==> src/rtl/fetch_queue_if.sv <==
// Fetch front-end bundle: imem request/response, execute resteer and decode-side queue head.
// master = fetch_queue, slave = surrounding pipeline and instruction memory.
interface fetch_queue_if #(
    parameter int AWIDTH = 32,
    parameter int DWIDTH = 32,
    parameter int DEPTH  = 4
);
    localparam int CW = $clog2(DEPTH + 1);

    logic              imem_req_o;
    logic [AWIDTH-1:0] imem_addr_o;
    logic              imem_rvalid_i;
    logic [DWIDTH-1:0] imem_rdata_i;
    logic              redirect_i;
    logic [AWIDTH-1:0] redirect_pc_i;
    logic              insn_valid_o;
    logic              insn_ready_i;
    logic [DWIDTH-1:0] insn_o;
    logic [AWIDTH-1:0] pc_o;
    logic [CW-1:0]     count_o;

    modport master (
        output imem_req_o, imem_addr_o, insn_valid_o, insn_o, pc_o, count_o,
        input  imem_rvalid_i, imem_rdata_i, redirect_i, redirect_pc_i, insn_ready_i
    );

    modport slave (
        input  imem_req_o, imem_addr_o, insn_valid_o, insn_o, pc_o, count_o,
        output imem_rvalid_i, imem_rdata_i, redirect_i, redirect_pc_i, insn_ready_i
    );
endinterface

==> src/rtl/fetch_queue.sv <==
// Decoupled fetch: owns fetch PC, issues in-order imem requests, queues {pc, insn} for decode.
// Latency: request N, response N+1, head valid N+2. Backpressure: requests stop when queued + outstanding reaches DEPTH.
// Optional FETCHQ_ECALL_HALT_EN: an enqueued ecall stops further requests until redirect or reset.
module fetch_queue #(
    parameter int                AWIDTH   = 32,
    parameter int                DWIDTH   = 32,
    parameter logic [AWIDTH-1:0] BASEADDR = 'h0100_0000,
    parameter int                DEPTH    = 4,
    parameter int                MAXLAT   = 8
) (
    input logic           clk,
    input logic           rst,
    fetch_queue_if.master bus
);
    localparam int          PW  = $clog2(DEPTH);
    localparam int          CW  = $clog2(DEPTH + 1);
    localparam logic [CW:0] CAP = (CW + 1)'(DEPTH);

    if (DEPTH < 2 || (DEPTH & (DEPTH - 1)) != 0 || MAXLAT < 1) begin : g_param_check
        $error("fetch_queue: DEPTH must be a power of two >= 2 and MAXLAT >= 1");
    end

    logic [AWIDTH-1:0] fetch_pc;
    logic [AWIDTH-1:0] q_pc   [DEPTH];
    logic [DWIDTH-1:0] q_insn [DEPTH];
    logic [AWIDTH-1:0] tag_pc [DEPTH];
    logic [PW-1:0]     rd_ptr, wr_ptr, tag_rd, tag_wr;
    logic [CW-1:0]     count, outstanding, drop_cnt;
    logic [CW:0]       inflight;
    logic              halt_blk;
    logic              req, resp, drop, push, pop;

`ifdef FETCHQ_ECALL_HALT_EN
    logic halted;

    always_ff @(posedge clk or negedge rst) begin
        if (!rst) begin
            halted <= 1'b0;
        end else if (bus.redirect_i) begin
            halted <= 1'b0;
        end else if (push && bus.imem_rdata_i == DWIDTH'(32'h0000_0073)) begin
            halted <= 1'b1;
        end
    end

    assign halt_blk = halted;
`else
    assign halt_blk = 1'b0;
`endif

    // Outstanding includes responses already marked for discard, so the cap also bounds drop_cnt.
    always_comb begin
        inflight = {1'b0, count} + {1'b0, outstanding};
        req      = rst && !bus.redirect_i && !halt_blk && (inflight < CAP);
        resp     = bus.imem_rvalid_i && (outstanding != '0);
        drop     = resp && (drop_cnt != '0);
        push     = resp && !drop && !bus.redirect_i;
        pop      = (count != '0) && bus.insn_ready_i && !bus.redirect_i;
    end

    always_ff @(posedge clk or negedge rst) begin
        if (!rst) begin
            fetch_pc    <= BASEADDR;
            rd_ptr      <= '0;
            wr_ptr      <= '0;
            tag_rd      <= '0;
            tag_wr      <= '0;
            count       <= '0;
            outstanding <= '0;
            drop_cnt    <= '0;
        end else if (bus.redirect_i) begin
            // Everything still in flight is stale, including a response landing right now.
            fetch_pc    <= {bus.redirect_pc_i[AWIDTH-1:2], 2'b00};
            rd_ptr      <= '0;
            wr_ptr      <= '0;
            tag_rd      <= '0;
            tag_wr      <= '0;
            count       <= '0;
            outstanding <= outstanding - CW'(resp);
            drop_cnt    <= outstanding - CW'(resp);
        end else begin
            if (req) begin
                fetch_pc <= fetch_pc + AWIDTH'(4);
                tag_wr   <= tag_wr + PW'(1);
            end
            if (push) begin
                wr_ptr <= wr_ptr + PW'(1);
                tag_rd <= tag_rd + PW'(1);
            end
            if (pop) begin
                rd_ptr <= rd_ptr + PW'(1);
            end
            if (drop) begin
                drop_cnt <= drop_cnt - CW'(1);
            end
            outstanding <= outstanding + CW'(req) - CW'(resp);
            count       <= count + CW'(push) - CW'(pop);
        end
    end

    always_ff @(posedge clk) begin
        if (req) begin
            tag_pc[tag_wr] <= fetch_pc;
        end
        if (push) begin
            q_pc[wr_ptr]   <= tag_pc[tag_rd];
            q_insn[wr_ptr] <= bus.imem_rdata_i;
        end
    end

    assign bus.imem_req_o   = req;
    assign bus.imem_addr_o  = fetch_pc;
    assign bus.insn_valid_o = (count != '0);
    assign bus.insn_o       = (count != '0) ? q_insn[rd_ptr] : '0;
    assign bus.pc_o         = (count != '0) ? q_pc[rd_ptr] : '0;
    assign bus.count_o      = count;
endmodule

==> src/flat_wrapper.sv <==
// flat-port wrapper written by rule: the top's interface ports become plain ports
module fetch_queue_flat 
#(
    parameter int                AWIDTH   = 32,
    parameter int                DWIDTH   = 32,
    parameter logic [AWIDTH-1:0] BASEADDR = 'h0100_0000,
    parameter int                DEPTH    = 4,
    parameter int                MAXLAT   = 8
)
  (clk, rst, bus_imem_req_o, bus_imem_addr_o, bus_insn_valid_o, bus_insn_o, bus_pc_o, bus_count_o, bus_imem_rvalid_i, bus_imem_rdata_i, bus_redirect_i, bus_redirect_pc_i, bus_insn_ready_i);
  fetch_queue_if #(.AWIDTH(AWIDTH), .DWIDTH(DWIDTH), .DEPTH(DEPTH)) bus_i ();
  input logic clk;
  input logic rst;
  output wire logic [$bits(bus_i.imem_req_o)-1:0] bus_imem_req_o;
  output wire logic [$bits(bus_i.imem_addr_o)-1:0] bus_imem_addr_o;
  output wire logic [$bits(bus_i.insn_valid_o)-1:0] bus_insn_valid_o;
  output wire logic [$bits(bus_i.insn_o)-1:0] bus_insn_o;
  output wire logic [$bits(bus_i.pc_o)-1:0] bus_pc_o;
  output wire logic [$bits(bus_i.count_o)-1:0] bus_count_o;
  input wire logic [$bits(bus_i.imem_rvalid_i)-1:0] bus_imem_rvalid_i;
  input wire logic [$bits(bus_i.imem_rdata_i)-1:0] bus_imem_rdata_i;
  input wire logic [$bits(bus_i.redirect_i)-1:0] bus_redirect_i;
  input wire logic [$bits(bus_i.redirect_pc_i)-1:0] bus_redirect_pc_i;
  input wire logic [$bits(bus_i.insn_ready_i)-1:0] bus_insn_ready_i;
  assign bus_imem_req_o = bus_i.imem_req_o;
  assign bus_imem_addr_o = bus_i.imem_addr_o;
  assign bus_insn_valid_o = bus_i.insn_valid_o;
  assign bus_insn_o = bus_i.insn_o;
  assign bus_pc_o = bus_i.pc_o;
  assign bus_count_o = bus_i.count_o;
  assign bus_i.imem_rvalid_i = bus_imem_rvalid_i;
  assign bus_i.imem_rdata_i = bus_imem_rdata_i;
  assign bus_i.redirect_i = bus_redirect_i;
  assign bus_i.redirect_pc_i = bus_redirect_pc_i;
  assign bus_i.insn_ready_i = bus_insn_ready_i;
  fetch_queue #(.AWIDTH(AWIDTH), .DWIDTH(DWIDTH), .BASEADDR(BASEADDR), .DEPTH(DEPTH), .MAXLAT(MAXLAT)) u_core (.clk(clk), .rst(rst), .bus(bus_i));
endmodule
==> config.mk <==
export PLATFORM = sky130hd
export DESIGN_NAME = fetch_queue_flat
export DESIGN_NICKNAME = d
export VERILOG_FILES = /design/src/rtl/fetch_queue_if.sv /design/src/rtl/fetch_queue.sv /design/src/flat_wrapper.sv
export SDC_FILE = /design/constraint.sdc
export NUM_CORES = 1
export LEC_CHECK = 0
export ABC_AREA = 1
export BUFFER_PORTS_ARGS = -buffer_cell sky130_fd_sc_hd__buf_4
export CORE_MARGIN = 8
export CORE_UTILIZATION = 40
export DETAILED_ROUTE_END_ITERATION = 7
export GPL_TIMING_DRIVEN = 0
export HOLD_SLACK_MARGIN = 0.12
export SLEW_MARGIN = 20
export SYNTH_ARGS = -nofsm -noshare
export SYNTH_HDL_FRONTEND = slang
export SYNTH_SLANG_ARGS = --single-unit
export TNS_END_PERCENT = 10
==> constraint.sdc <==
create_clock -name clk -period 10.6 [get_ports clk]
set_clock_uncertainty 0.05 [all_clocks]
set_input_delay 1.06 -clock clk [delete_from_list [all_inputs] [get_ports clk]]
set_output_delay 1.06 -clock clk [all_outputs]
set_load 0.005 [all_outputs]
## Word level (Yosys, flattened, before mapping)

Memory sizes are Yosys's and may differ from the RTL's.
Cells that the tools add are included.
W data, S select, Z words.

| operators by class | value |
|---|---|
| $add $sub $neg | 12 |
| magnitude comparators | 1 |
| mux-type cells | 20 |
| reductions and logical operators | 17 |

Operator list:

| cell | number |
|---|---|
| $mux W32 | 4 |
| $add A32 B3 Y32 const B | 1 |
| $mux W2 | 8 |
| $mux W3 | 4 |
| $reduce_bool A3 Y1 | 3 |
| $sub A3 B1 Y3 | 3 |
| $add A2 B1 Y2 const B | 4 |
| $logic_and A1 B1 Y1 | 8 |
| $reduce_bool A2 Y1 | 4 |
| $add A3 B1 Y3 | 2 |
| $add A3 B3 Y4 | 1 |
| $lt A4 B3 Y1 const B | 1 |
| $mux W1 | 4 |
| $sub A3 B1 Y3 const B | 1 |
| $logic_not A1 Y1 | 2 |

| word-level totals | value |
|---|---|
| bits in registers | 49 |
| bits in writable memories | 384 |
| bits of input ports | 69 |
| logic and storage cells | 61 |
| memories | 3 |

Memory list:

| memory | words | bits a word | rd ports | clocked after Yosys merged registers in | write ports | line | text |
|---|---|---|---|---|---|---|---|
| u_core.q_insn | 4 | 32 | 1 | 0 | 1 | fetch_queue.sv:25 | `logic [DWIDTH-1:0] q_insn [DEPTH];` |
| u_core.q_pc | 4 | 32 | 1 | 0 | 1 | fetch_queue.sv:24 | `logic [AWIDTH-1:0] q_pc [DEPTH];` |
| u_core.tag_pc | 4 | 32 | 1 | 0 | 1 | fetch_queue.sv:26 | `logic [AWIDTH-1:0] tag_pc [DEPTH];` |

## Longest topological paths before layout

| depth | value |
|---|---|
| depth in word-level cells | 9 |
| gate-level depth with buffers | 13 |
| gate-level depth less buffers | 13 |

## Least setup slack after synthesis

OpenSTA, ideal clock, no wires.

| path | value |
|---|---|
| path kind | input-to-reg |
| from | input bus_imem_rvalid_i |
| to | memory u_core.q_insn[0][0] (enable) |
| library setup time | 0.482 ns |
| data arrival time | 4.123 ns |
| data required time | 10.068 ns |
| setup slack | 5.945 ns |
| stages on the path | 5 |
| cell sequence | a21boi_2 nand2_1 inv_1 nand2_2 nor2_1 |

| between the ends | value |
|---|---|
| longest elaborated chain between the ends | 7 |

Ends and longest elaborated chain:

| item | line | text |
|---|---|---|
| start, declared | flat_wrapper.sv:20 | `input wire logic [$bits(bus_i.imem_rvalid_i)-1:0] bus_imem_rvalid_i;` |
| $logic_and A1 B1 Y1 (*) | fetch_queue.sv:55 | `resp = bus.imem_rvalid_i && (outstanding != '0);` |
| $logic_and A1 B1 Y1 | fetch_queue.sv:56 | `drop = resp && (drop_cnt != '0);` |
| $logic_not A1 Y1 | fetch_queue.sv:57 | `push = resp && !drop && !bus.redirect_i;` |
| $logic_and A1 B1 Y1 (*) (2 in series) | fetch_queue.sv:57 |  |
| $mux W1 (*) | fetch_queue.sv:105 | `if (push) begin` |
| $mux W1 (implied by the code) (*) | fetch_queue.sv:107 | `q_insn[wr_ptr] <= bus.imem_rdata_i;` |
| end, declared | fetch_queue.sv:25 |  |

Mark *: on every way between the ends. The rest lies on a longest branch, timed or not.

## Worst setup path in the final report

| path | value |
|---|---|
| from | register u_core.count[1], in the netlist u_core.bus.count_o[1] |
| to | output bus_pc_o[13] |

| between the ends | value |
|---|---|
| longest elaborated chain between the ends | 2 |

Ends and longest elaborated chain:

| item | line | text |
|---|---|---|
| start, declared | fetch_queue.sv:28 | `logic [CW-1:0] count, outstanding, drop_cnt;` |
| start signal, assigned | fetch_queue.sv:97 | `count <= count + CW'(push) - CW'(pop);` |
| $reduce_bool A3 Y1 | fetch_queue.sv:115 | `assign bus.pc_o = (count != '0) ? q_pc[rd_ptr] : '0;` |
| $mux W32 | fetch_queue.sv:115 |  |
| end, declared | flat_wrapper.sv:18 | `output wire logic [$bits(bus_i.pc_o)-1:0] bus_pc_o;` |

No other way between the ends.

==> impl_metrics.toml <==
[outcome]
outcome = "completed"

[worst_setup_path]
slowest_delay_ps = 560
cp_num_cells = 6
path_cells = "inv_1 -> nand2_1 -> nor2_2 -> clkbuf_1 -> a21oi_1 -> buf_4"
critPathTopFamily = "buffers and inverters"
r2r_slack_ps = 7630
ff2ff_path_depth = 13
cp-endpoint = "bus_pc_o[13]"
start_kind = "register"
cp.required_ps = 9490
crit_buf_inv = 3
reg2reg_from = "u_core.bus.count_o[1]$_DFF_PN0_"
crit_type = "register to primary output"
r2r-end = "u_core.bus.count_o[2]$_DFF_PN0_"
cp_slowest_cell = "nor2_2"
end_kind = "primary output"
path_max_fanout = 10
startpoint = "u_core.bus.count_o[1]$_DFF_PN0_"
arrival_ps = 2630

[cts]
post_cts_buffers = 0
path_clk_slew_ps = 60
cts_sinks = 415
cts.root.buffer_cell = "clkbuf_16"
clk_path_buf_depth = 3
cts_buffers = 44
cts.repair.resized = 0
insertion_delay_ps = 550
cts_max_level = 2
cts_hold_buf = 0
cts_tree = "yes"

[detailed_routing]
drc_errors = 0
vias = 11824
drt_wl_total_um = 43900
post_drt_wl_per_cell_um = 18.5
drt-pass1-iter-count = 5
via_per_inst = 4.98
drtIter0Drc = 811
ant_nets = 0

[flow_run]
drv_cap = 0

[sta]
drv_slew = 0
finalCritPeriodShare_pct = 35.3
slew_headroom_pct = 49.7
rsz0062_at_grt = "false"
worstMarginPinSlew_ps = 754
hold_ws_ps = 515
setup_violations = 0
clock.fmax_mhz = 267
finalHoldViolations = 0
setup_tns_ps = 0
period_needed_ps = 3740

[placement]
gp_congestion = 0.812
place_area_um2 = 19900
port_buffers = 163
dp_hpwl_um = 29700

[synthesis]
synth_top_cell_by_area = "edfxtp_1"
synth-compound-area-share_pct = 9.68
yosysTopAreaCellShare_pct = 63.4
syn-mean-instance-area_um2 = 11.4
ys.flop_type = "edfxtp_1"
synth-xor-area-share_pct = 0.251
syn_inst = 1525
syn_area_um2 = 17400
synth-edff-count = 368
synth.area.mux_share_pct = 0
netlist_top_cells_area = "edfxtp_1 (63%), nor2_1 (7.7%), dfrtp_1 (6.6%)"
async_reset_ff_share_pct = 11.3
ys_ff_latch = 415
synthAdderAreaFrac_pct = 1.59
netlist-cell-type-count = 39
yosys.area_share.simple_pct = 14.3
ys_warn_count = 0
synth.yosys.seq_area_share_pct = 70.2
synth_top_family_by_area = "simple AND/OR/NAND/NOR gates"

[final_layout]
drive_gt1_share_pct = 18.4
finalNetCount = 1843
multi_input_area_um2 = 4580
nFillCells = 3866
ff_latch_area_um2 = 12200
area_delta_synth_final_pct = 22.2
n_antenna_cell = 0
finalInstanceArea_um2 = 21300

[global_routing]
track_usage_pct = 17.3
gr-total-overflow = 0
grt_pass1_vias = 11973
antenna_found_initial = 0
grt_max_degree = 50
grt_pass1_wl_um = 68300

[power_and_ir_drop]
p_leak_nw = 7.92
p_per_area_nw_per_um2 = 238
ir_drop_uv = 101

[floorplanning]
dieHeight_um = 225
placeableCoreArea_um2 = 43100
row_count = 76
boundaryPins = 170
start_util_pct = 40.5
die_w_um = 225
dieArea_um2 = 50500

[worst_hold_path]
min_path_type = "primary input to asynchronous set/reset pin"
==> layout make-up <==
class                   instances  share of cell area, %
multi-input cells             957                   21.5
well taps                     585                   3.44
clock buffers                  51                   5.49
repair buffers                179                   7.60
plain buffers                  80                   1.89
flip-flops and latches        415                   57.4
clock inverters                29                   1.29
inverters                      76                   1.35
==> flip-flops by register name, indices dropped and copies added (netlist names) <==
name and flops:
u_core.bus.count_o 3, u_core.bus.imem_addr_o 30, u_core.drop_cnt 3, u_core.outstanding 3
u_core.q_insn 128, u_core.q_pc 120, u_core.rd_ptr 2, u_core.tag_pc 120
u_core.tag_rd 2, u_core.tag_wr 2, u_core.wr_ptr 2
==> worst min path at each step <==
stage	slack (ps)	end	cells past startpoint	startpoint
detailed placement	520	u_core.drop_cnt[1]$_DFFE_PN0P_	2	u_core.drop_cnt[1]$_DFFE_PN0P_
CTS	520	u_core.bus.imem_addr_o[25]$_DFFE_PN0N_	1	rst
floorplan	470	u_core.drop_cnt[1]$_DFFE_PN0P_	2	u_core.drop_cnt[1]$_DFFE_PN0P_
global route	550	u_core.bus.imem_addr_o[25]$_DFFE_PN0N_	1	rst
finish	520	u_core.bus.imem_addr_o[25]$_DFFE_PN0N_	1	rst
global placement	500	u_core.drop_cnt[1]$_DFFE_PN0P_	2	u_core.drop_cnt[1]$_DFFE_PN0P_
==> power by group <==
group,internal [mW],switching (mW)
Sequential,2.00,0.127
Clock,0.911,0.626
Combinational,0.526,0.875
==> logic make-up after synthesis <==
logic type	count (synthesis)
flops	415
simple gates	605
other cells	1
compound gates	322
xor+xnor	5
fa+ha+maj	21
buf+inv	156
==> Yosys cell counts, types with 6 or more instances <==
library cell	number
a21oi_1	67
buf_2	18
buf_4	16
clkbuf_1	37
dfrtp_1	46
edfxtp_1	368
ha_1	19
inv_1	70
nand2_1	163
nand3_1	51
nor2_1	356
nor2_2	9
nor2_4	8
o211ai_1	6
o21ai_0	172
o21ai_1	39
o21bai_1	7
o22ai_1	30
==> cell usage in the layout (no fill, tap or decap), types with 3 or more instances in the layout <==
cell type	Yosys	layout
o21ai_0	172	172
xor2_1	3	3
o22ai_1	30	30
nand2_1	163	163
clkbuf_16	0	45
nand2_4	3	3
nor2_1	356	348
inv_1	70	70
nor2_2	9	9
dfrtp_1	46	46
buf_12	0	6
inv_2	4	4
o211ai_1	6	6
buf_2	18	18
buf_16	0	10
edfxtp_1	368	368
nand2_2	3	3
clkbuf_1	37	41
buf_1	3	3
ha_1	19	19
nand3_1	51	51
a21oi_1	67	67
conb_1	1	4
o21bai_1	7	7
clkinv_2	0	7
nor3_1	3	3
clkbuf_2	4	4
clkinvlp_4	0	3
nor2_4	8	16
buf_4	16	179
clkinv_1	1	12
or2_2	3	3
o21ai_1	39	39
bufinv_16	0	5
==> layer usage <==
| metal | global-route usage [%] | share of wire [%] | wire length [µm] |
|---|---|---|---|
| met3 | 3.49 | 5.6 | 2450 |
| met4 | 4.30 | 2.0 | 860 |
| met1 | 22.9 | 44 | 19500 |
| met5 | 0 | 0 | 0 |
| met2 | 29.0 | 48 | 21100 |
==> worst register-to-register path: cells and delay by family, from the launching register on <==
| family | cells | cell delay, ps |
|---|---|---|
| adder cells (fa/ha/maj) | 3 | 810 |
| buffers and inverters | 4 | 400 |
| AND/OR/NAND/NOR | 6 | 1180 |
| flip-flops | 1 | 440 |
==> stage by stage <==
step                power (mW)  std cells  worst slack, ps  util, %
floorplan                 2.85       1528             5940        -
global placement          3.54       2276             3520     45.0
detailed placement        3.59       2292             6930     46.1
CTS                       5.13       2372             6740     49.4
global route              5.34       2372             6650     49.4
finish                    5.06       2372             6860     49.4
Note: power is estimated with default switching activity, not from simulation.
